$ cat src/rtl/fetch_unit_if.sv
// Instruction-memory request/response bundle between the fetch unit and imem.
interface fetch_unit_if;
   localparam int unsigned XLEN = 32;

   logic            imem_req;
   logic [XLEN-1:0] imem_addr;
   logic            imem_ack;
   logic [XLEN-1:0] imem_rdata;

   modport master (output imem_req, output imem_addr, input imem_ack, input imem_rdata);
   modport slave  (input imem_req, input imem_addr, output imem_ack, output imem_rdata);
endinterface

$ cat src/rtl/fetch_unit.sv
// Single-outstanding instruction fetch with a one-entry skid buffer and
// redirect handling that drains an in-flight request before refetching.
module fetch_unit #(
   parameter logic [31:0] RESET_PC = 32'h0000_0000,
   parameter int unsigned PC_STEP  = 4
) (
   input  logic              clk,
   input  logic              rst_n,
   fetch_unit_if.master      imem,
   input  logic              stall,
   input  logic              redirect,
   input  logic [31:0]       redirect_pc,
   output logic [31:0]       instruccion,
   output logic              inst_valid,
   output logic [31:0]       pc_out
);
   localparam int unsigned XLEN = 32;

   typedef enum logic [1:0] {S_FETCH, S_FULL, S_DROP} state_t;

   state_t          r_state;
   logic            r_req;
   logic [XLEN-1:0] r_addr;
   logic [XLEN-1:0] r_pend_pc;
   logic [XLEN-1:0] r_inst;
   logic [XLEN-1:0] r_pc_out;
   logic            r_valid;
   logic [XLEN-1:0] r_skid_inst;
   logic [XLEN-1:0] r_skid_pc;
   logic            r_skid_valid;

   logic            w_ack;
   logic            w_consume;
   logic [XLEN-1:0] w_target;

   assign w_ack     = r_req & imem.imem_ack;
   assign w_consume = r_valid & ~stall;
   assign w_target  = redirect_pc & ~XLEN'(32'h3);

   assign imem.imem_req  = r_req;
   assign imem.imem_addr = r_addr;
   assign instruccion    = r_inst;
   assign inst_valid     = r_valid;
   assign pc_out         = r_pc_out;

   always_ff @(posedge clk) begin
      if (!rst_n) begin
         r_state      <= S_FETCH;
         r_req        <= 1'b0;
         r_addr       <= RESET_PC;
         r_pend_pc    <= RESET_PC;
         r_inst       <= '0;
         r_pc_out     <= '0;
         r_valid      <= 1'b0;
         r_skid_inst  <= '0;
         r_skid_pc    <= '0;
         r_skid_valid <= 1'b0;
      end else begin
         if (w_consume) r_valid <= 1'b0;

         // Redirect wins over stall and any same-cycle response.
         if (redirect) begin
            r_valid      <= 1'b0;
            r_skid_valid <= 1'b0;
            if (r_state != S_FULL && r_req && !imem.imem_ack) begin
               r_state   <= S_DROP;
               r_pend_pc <= w_target;
            end else begin
               r_state <= S_FETCH;
               r_req   <= 1'b1;
               r_addr  <= w_target;
            end
         end else begin
            case (r_state)
               S_FETCH: begin
                  r_req <= 1'b1;
                  if (w_ack) begin
                     r_addr <= r_addr + XLEN'(PC_STEP);
                     if (!r_valid || w_consume) begin
                        r_inst   <= imem.imem_rdata;
                        r_pc_out <= r_addr;
                        r_valid  <= 1'b1;
                     end else begin
                        r_skid_inst  <= imem.imem_rdata;
                        r_skid_pc    <= r_addr;
                        r_skid_valid <= 1'b1;
                        r_state      <= S_FULL;
                        r_req        <= 1'b0;
                     end
                  end
               end
               S_FULL: begin
                  if (w_consume) begin
                     r_inst       <= r_skid_inst;
                     r_pc_out     <= r_skid_pc;
                     r_valid      <= 1'b1;
                     r_skid_valid <= 1'b0;
                     r_state      <= S_FETCH;
                     r_req        <= 1'b1;
                  end
               end
               S_DROP: begin
                  // Stale response is swallowed; resume at the pending target.
                  if (w_ack) begin
                     r_state <= S_FETCH;
                     r_req   <= 1'b1;
                     r_addr  <= r_pend_pc;
                  end
               end
               default: r_state <= S_FETCH;
            endcase
         end
      end
   end
endmodule

$ cat src/flat_wrapper.sv
// flat-port wrapper written by rule: the top's interface ports become plain ports
module fetch_unit_flat 
#(
   parameter logic [31:0] RESET_PC = 32'h0000_0000,
   parameter int unsigned PC_STEP  = 4
)
  (clk, rst_n, stall, redirect, redirect_pc, instruccion, inst_valid, pc_out, imem_imem_req, imem_imem_addr, imem_imem_ack, imem_imem_rdata);
  fetch_unit_if imem_i ();
  input  logic clk;
  input  logic rst_n;
  input  logic stall;
  input  logic redirect;
  input  logic [31:0] redirect_pc;
  output logic [31:0] instruccion;
  output logic inst_valid;
  output logic [31:0] pc_out;
  output wire logic [$bits(imem_i.imem_req)-1:0] imem_imem_req;
  output wire logic [$bits(imem_i.imem_addr)-1:0] imem_imem_addr;
  input wire logic [$bits(imem_i.imem_ack)-1:0] imem_imem_ack;
  input wire logic [$bits(imem_i.imem_rdata)-1:0] imem_imem_rdata;
  assign imem_imem_req = imem_i.imem_req;
  assign imem_imem_addr = imem_i.imem_addr;
  assign imem_i.imem_ack = imem_imem_ack;
  assign imem_i.imem_rdata = imem_imem_rdata;
  fetch_unit #(.RESET_PC(RESET_PC), .PC_STEP(PC_STEP)) u_core (.clk(clk), .rst_n(rst_n), .imem(imem_i), .stall(stall), .redirect(redirect), .redirect_pc(redirect_pc), .instruccion(instruccion), .inst_valid(inst_valid), .pc_out(pc_out));
endmodule
$ cat config.mk
export PLATFORM = sky130hd
export DESIGN_NAME = fetch_unit_flat
export DESIGN_NICKNAME = d
export VERILOG_FILES = /design/src/rtl/fetch_unit_if.sv /design/src/rtl/fetch_unit.sv /design/src/flat_wrapper.sv
export SDC_FILE = /design/constraint.sdc
export NUM_CORES = 1
export LEC_CHECK = 0
export CAP_MARGIN = 10
export CORE_MARGIN = 5
export CORE_UTILIZATION = 45
export CTS_CLUSTER_DIAMETER = 80
export CTS_CLUSTER_SIZE = 14
export DETAILED_ROUTE_END_ITERATION = 8
export DONT_BUFFER_PORTS = 1
export GPL_TIMING_DRIVEN = 0
export PLACE_DENSITY_LB_ADDON = 0.3
export SYNTH_ARGS = -nofsm -noshare
export SYNTH_HDL_FRONTEND = slang
export SYNTH_SLANG_ARGS = --single-unit
$ cat constraint.sdc
create_clock -name clk -period 2.5 [get_ports clk]
set_input_delay 0.5 -clock clk [delete_from_list [all_inputs] [get_ports clk]]
set_output_delay 0.5 -clock clk [all_outputs]
set_load 0.03 [all_outputs]
==> summary.txt <==
Outcome
  • Status: finished, final reports clean

Route
  • Drt initial violations: 650
  • Routed len/inst: 20.25 um
  • DRC: 0
  • Initial DRT Pass Iterations: 5
  • Post-DRT Antenna Nets: 0
  • WL final: 27.16 mm
  • Via count: 7866
  • Via-per-instance ratio: 5.866

Die
  • Die X: 148.6 um
  • Core Area: 0.01883 mm2
  • Die area: 0.02208 mm2
  • Vert. Die Dim: 148.6 um
  • Starting Density: 45.91%
  • Rows: 50
  • Boundary Pins: 167

Layout
  • Most frequent cells in the layout: 258 x nand2_1, 185 x dfxtp_1, 141 x a21oi_1
  • Final std cell area, no fill: 0.009615 mm2
  • NumNets Final: 1141
  • Syn-to-layout area delta: 11.22%
  • # diodes: 0
  • Fin cells: 1341
  • Layout cells sized above 1: 9.251%
  • Most common cell after layout, fill and taps aside: nand2_1

GRT
  • Tot GR Track Use: 24.20%
  • Vias in the first global route: 7445
  • Initial antenna violation count: 0
  • First-pass GRT wire length: 42.19 mm
  • Global route overflow: 0
  • Largest net degree at the start of global routing: 18

Worst setup path
  • Crit path kind: register to register
  • CP Cell Sequence: buf_2 > nand3_1 > nor2_1 > nand3_1 > a221oi_1 > nor3_1
  • Crit-path max cell delay: 0.54 ns
  • Reg2Reg Depth: 6
  • CP top delay family: simple AND/OR/NAND/NOR gates
  • Reg2reg end: u_core.imem.imem_addr[25]
  • Worst Setup End Kind: register
  • Worst path slowest cell: nor2_1
  • Worst Setup Start Kind: register
  • Top cell by count, worst path: nand3_1
  • Crit-path max FO: 10
  • Arrival time worst endpoint: 2.68 ns
  • Reg-to-reg startpoint: u_core.imem.imem_addr[18]
  • Critical path buffer and inverter count: 1
  • R2r setup slk: 0.11 ns
  • Worst EP required: 2.79 ns

Logic synthesis
  • Area share of fa/ha/maj cells after synthesis: 0.5789%
  • Netlist cell types: 70
  • EDFF count, synth: 0
  • Synth Area in Simple Gates: 19.16%
  • Synthesized area: 0.008646 mm2
  • Xor and xnor area share after synthesis: 0.1013%
  • Synthesized area per cell: 8.305 um2
  • Synth Flop Type: dfxtp_1
  • Mapped Cells: 1041
  • Synthesis Warnings: 0
  • Largest family of logic cells by synthesized area: compound AO/OA/AOI/OAI gates
  • Synthesis-stage register bit count: 188
  • FFs w/ async S/R, synth: 0%
  • Mux contribution to synthesized area: 7.641%
  • Compound-Gate Fraction of Synth Area: 23.18%
  • Post-synthesis sequential area ratio: 43.53%

Place
  • PortBufs: 0
  • Routability cong.: 0.9514
  • DP Wirelength: 19.35 mm
  • Post-placement cell area: 0.008982 mm2
  • Post-Place Cells: 1304

Clocking
  • Clk slew on worst S/H paths: 0.07 ns
  • CTS tree: done
  • Level count of the clock H-tree: 4
  • Num CTS Buffers: 17
  • CTS root buffer: clkbuf_16
  • Clock latency on the worst-skew pair: 0.43 ns
  • CTS sink count: 188
  • Hold_buf cts: 0
  • Clock Tree Buf Depth: 2

STA
  • Maximum clock rate: 419.1 MHz
  • Final Hold Fails: 0
  • Slew Viols, Final: 0
  • Worst clock skew: 0.009030 ns
  • # setup viols final: 0
  • Tmin final: 2.386 ns
  • Tcrit/Tclk final: 95.44%
  • Worst slew margin: 43.97%
  • Setup tns final: 0 ns
  • RSZ-0062 raised after global routing: no
  • Worst slew pin tran: 0.8404 ns

Pwr
  • Total leakage power: 3.795 nW
  • Peak supply drop: 0.0005094 V
  • PwrDens: 701.4 mW/mm2

Worst hold path
  • Hold Path End: u_core.r_skid_inst[7]
  • Worst hold path type: primary input to register
  • Hold Crit Start: imem_imem_rdata[7]
  • Hold depth: 2

Flow run
  • Max-cap viol count: 0
[synthesized netlist by cell type (4+ instances only)]
master | number | area [um2]
a211oi_1 | 16 | 120.1
a21boi_0 | 6 | 45.04
a21oi_1 | 141 | 705.7
a221oi_1 | 7 | 61.31
a31oi_1 | 4 | 25.02
and3_1 | 9 | 56.30
buf_1 | 4 | 15.01
buf_2 | 26 | 130.1
buf_4 | 5 | 37.54
clkbuf_1 | 60 | 225.2
dfxtp_1 | 188 | 3764
ha_1 | 4 | 50.05
inv_1 | 20 | 75.07
mux2i_1 | 66 | 660.6
nand2_1 | 258 | 968.4
nand2b_1 | 4 | 25.02
nand3_1 | 13 | 65.06
nand4_1 | 11 | 68.82
nor2_1 | 32 | 120.1
nor2b_1 | 4 | 25.02
nor3_1 | 13 | 65.06
o211a_1 | 55 | 550.5
o211ai_1 | 6 | 45.04
o21ai_0 | 27 | 135.1
[worst register-to-register path: stages, from the launching register on]
cell and delay, ns:
dfxtp_1 0.53, buf_2 0.30, nand3_1 0.23, nor2_1 0.54
nand3_1 0.16, a221oi_1 0.41, nor3_1 0.08
[worst max path at each step]
stage,start,end,cells after the start
final,u_core.imem.imem_addr[18],u_core.imem.imem_addr[25],6
after global routing,u_core.imem.imem_addr[23],u_core.imem.imem_addr[30],6
after CTS,u_core.imem.imem_addr[13],u_core.imem.imem_addr[25],7
after detailed placement,u_core.imem.imem_addr[2],u_core.imem.imem_addr[30],6
after global placement,u_core.imem.imem_addr[2],u_core.imem.imem_addr[30],6
after floorplan,u_core.imem.imem_addr[2],u_core.imem.imem_addr[30],6
[report_power, final]
| group | internal, mW | total, mW | switching [mW] |
|---|---|---|---|
| sequential | 3.11 | 3.46 | 0.352 |
| combinational | 0.221 | 0.611 | 0.390 |
| clock | 1.43 | 2.67 | 1.24 |
| total | 4.76 | 6.74 | 1.98 |
[cell type report]
class	count	area, um2
clock inverter	13	131.4
multi-input combinational	739	4404
tap	260	325.3
timing repair buffer	6	45.04
sequential	188	3767
fill	1822	9215
inverter	21	78.83
buffer	95	420.4
clock buffer	19	442.9
[per-layer routing]
metal	global-route usage [%]	share of wire, %
met1	29.51	40
met4	7.945	2.5
met2	39.05	46
met5	0	0
met3	9.720	11
[stage by stage]
step	util, %	hold slack, ns	total power [mW]	setup slack [ns]
after detailed placement	47.70	0.4449	4.130	-0.5655
final	51.06	0.1900	6.745	0.1141
after CTS	50.87	0.1826	6.780	0.003199
after global placement	47.70	0.4381	4.122	-0.5674
after floorplan	-	0.4312	3.905	0.1895
after global routing	51.06	0.1752	6.992	0.0005249
[cells by family (layout without fill, tap and decap cells)]
| family | after synthesis | count (layout) |
|---|---|---|
| compound gates | 293 | 293 |
| mux | 66 | 66 |
| buf+inv | 117 | 154 |
| flops | 188 | 188 |
| fa+ha+maj | 4 | 4 |
| simple gates | 371 | 371 |
| xor+xnor | 1 | 1 |
| other cells | 1 | 4 |
[repair_timing]
item                       in CTS  in global routing
pin swaps                       2                  2
resized for setup               6                  3
cloned                          0                  0
setup buffers                   1                  5
setup endpoints to repair      10                 21
[state kept, by name (all words and copies together), names as in the netlist, 2 cells and up]
signal,flops
u_core.r_skid_inst,32
u_core.r_state,2
u_core.pc_out,30
u_core.r_pend_pc,30
u_core.imem.imem_addr,30
u_core.r_skid_pc,30
u_core.instruccion,32
(Power assumes the default switching activity.)
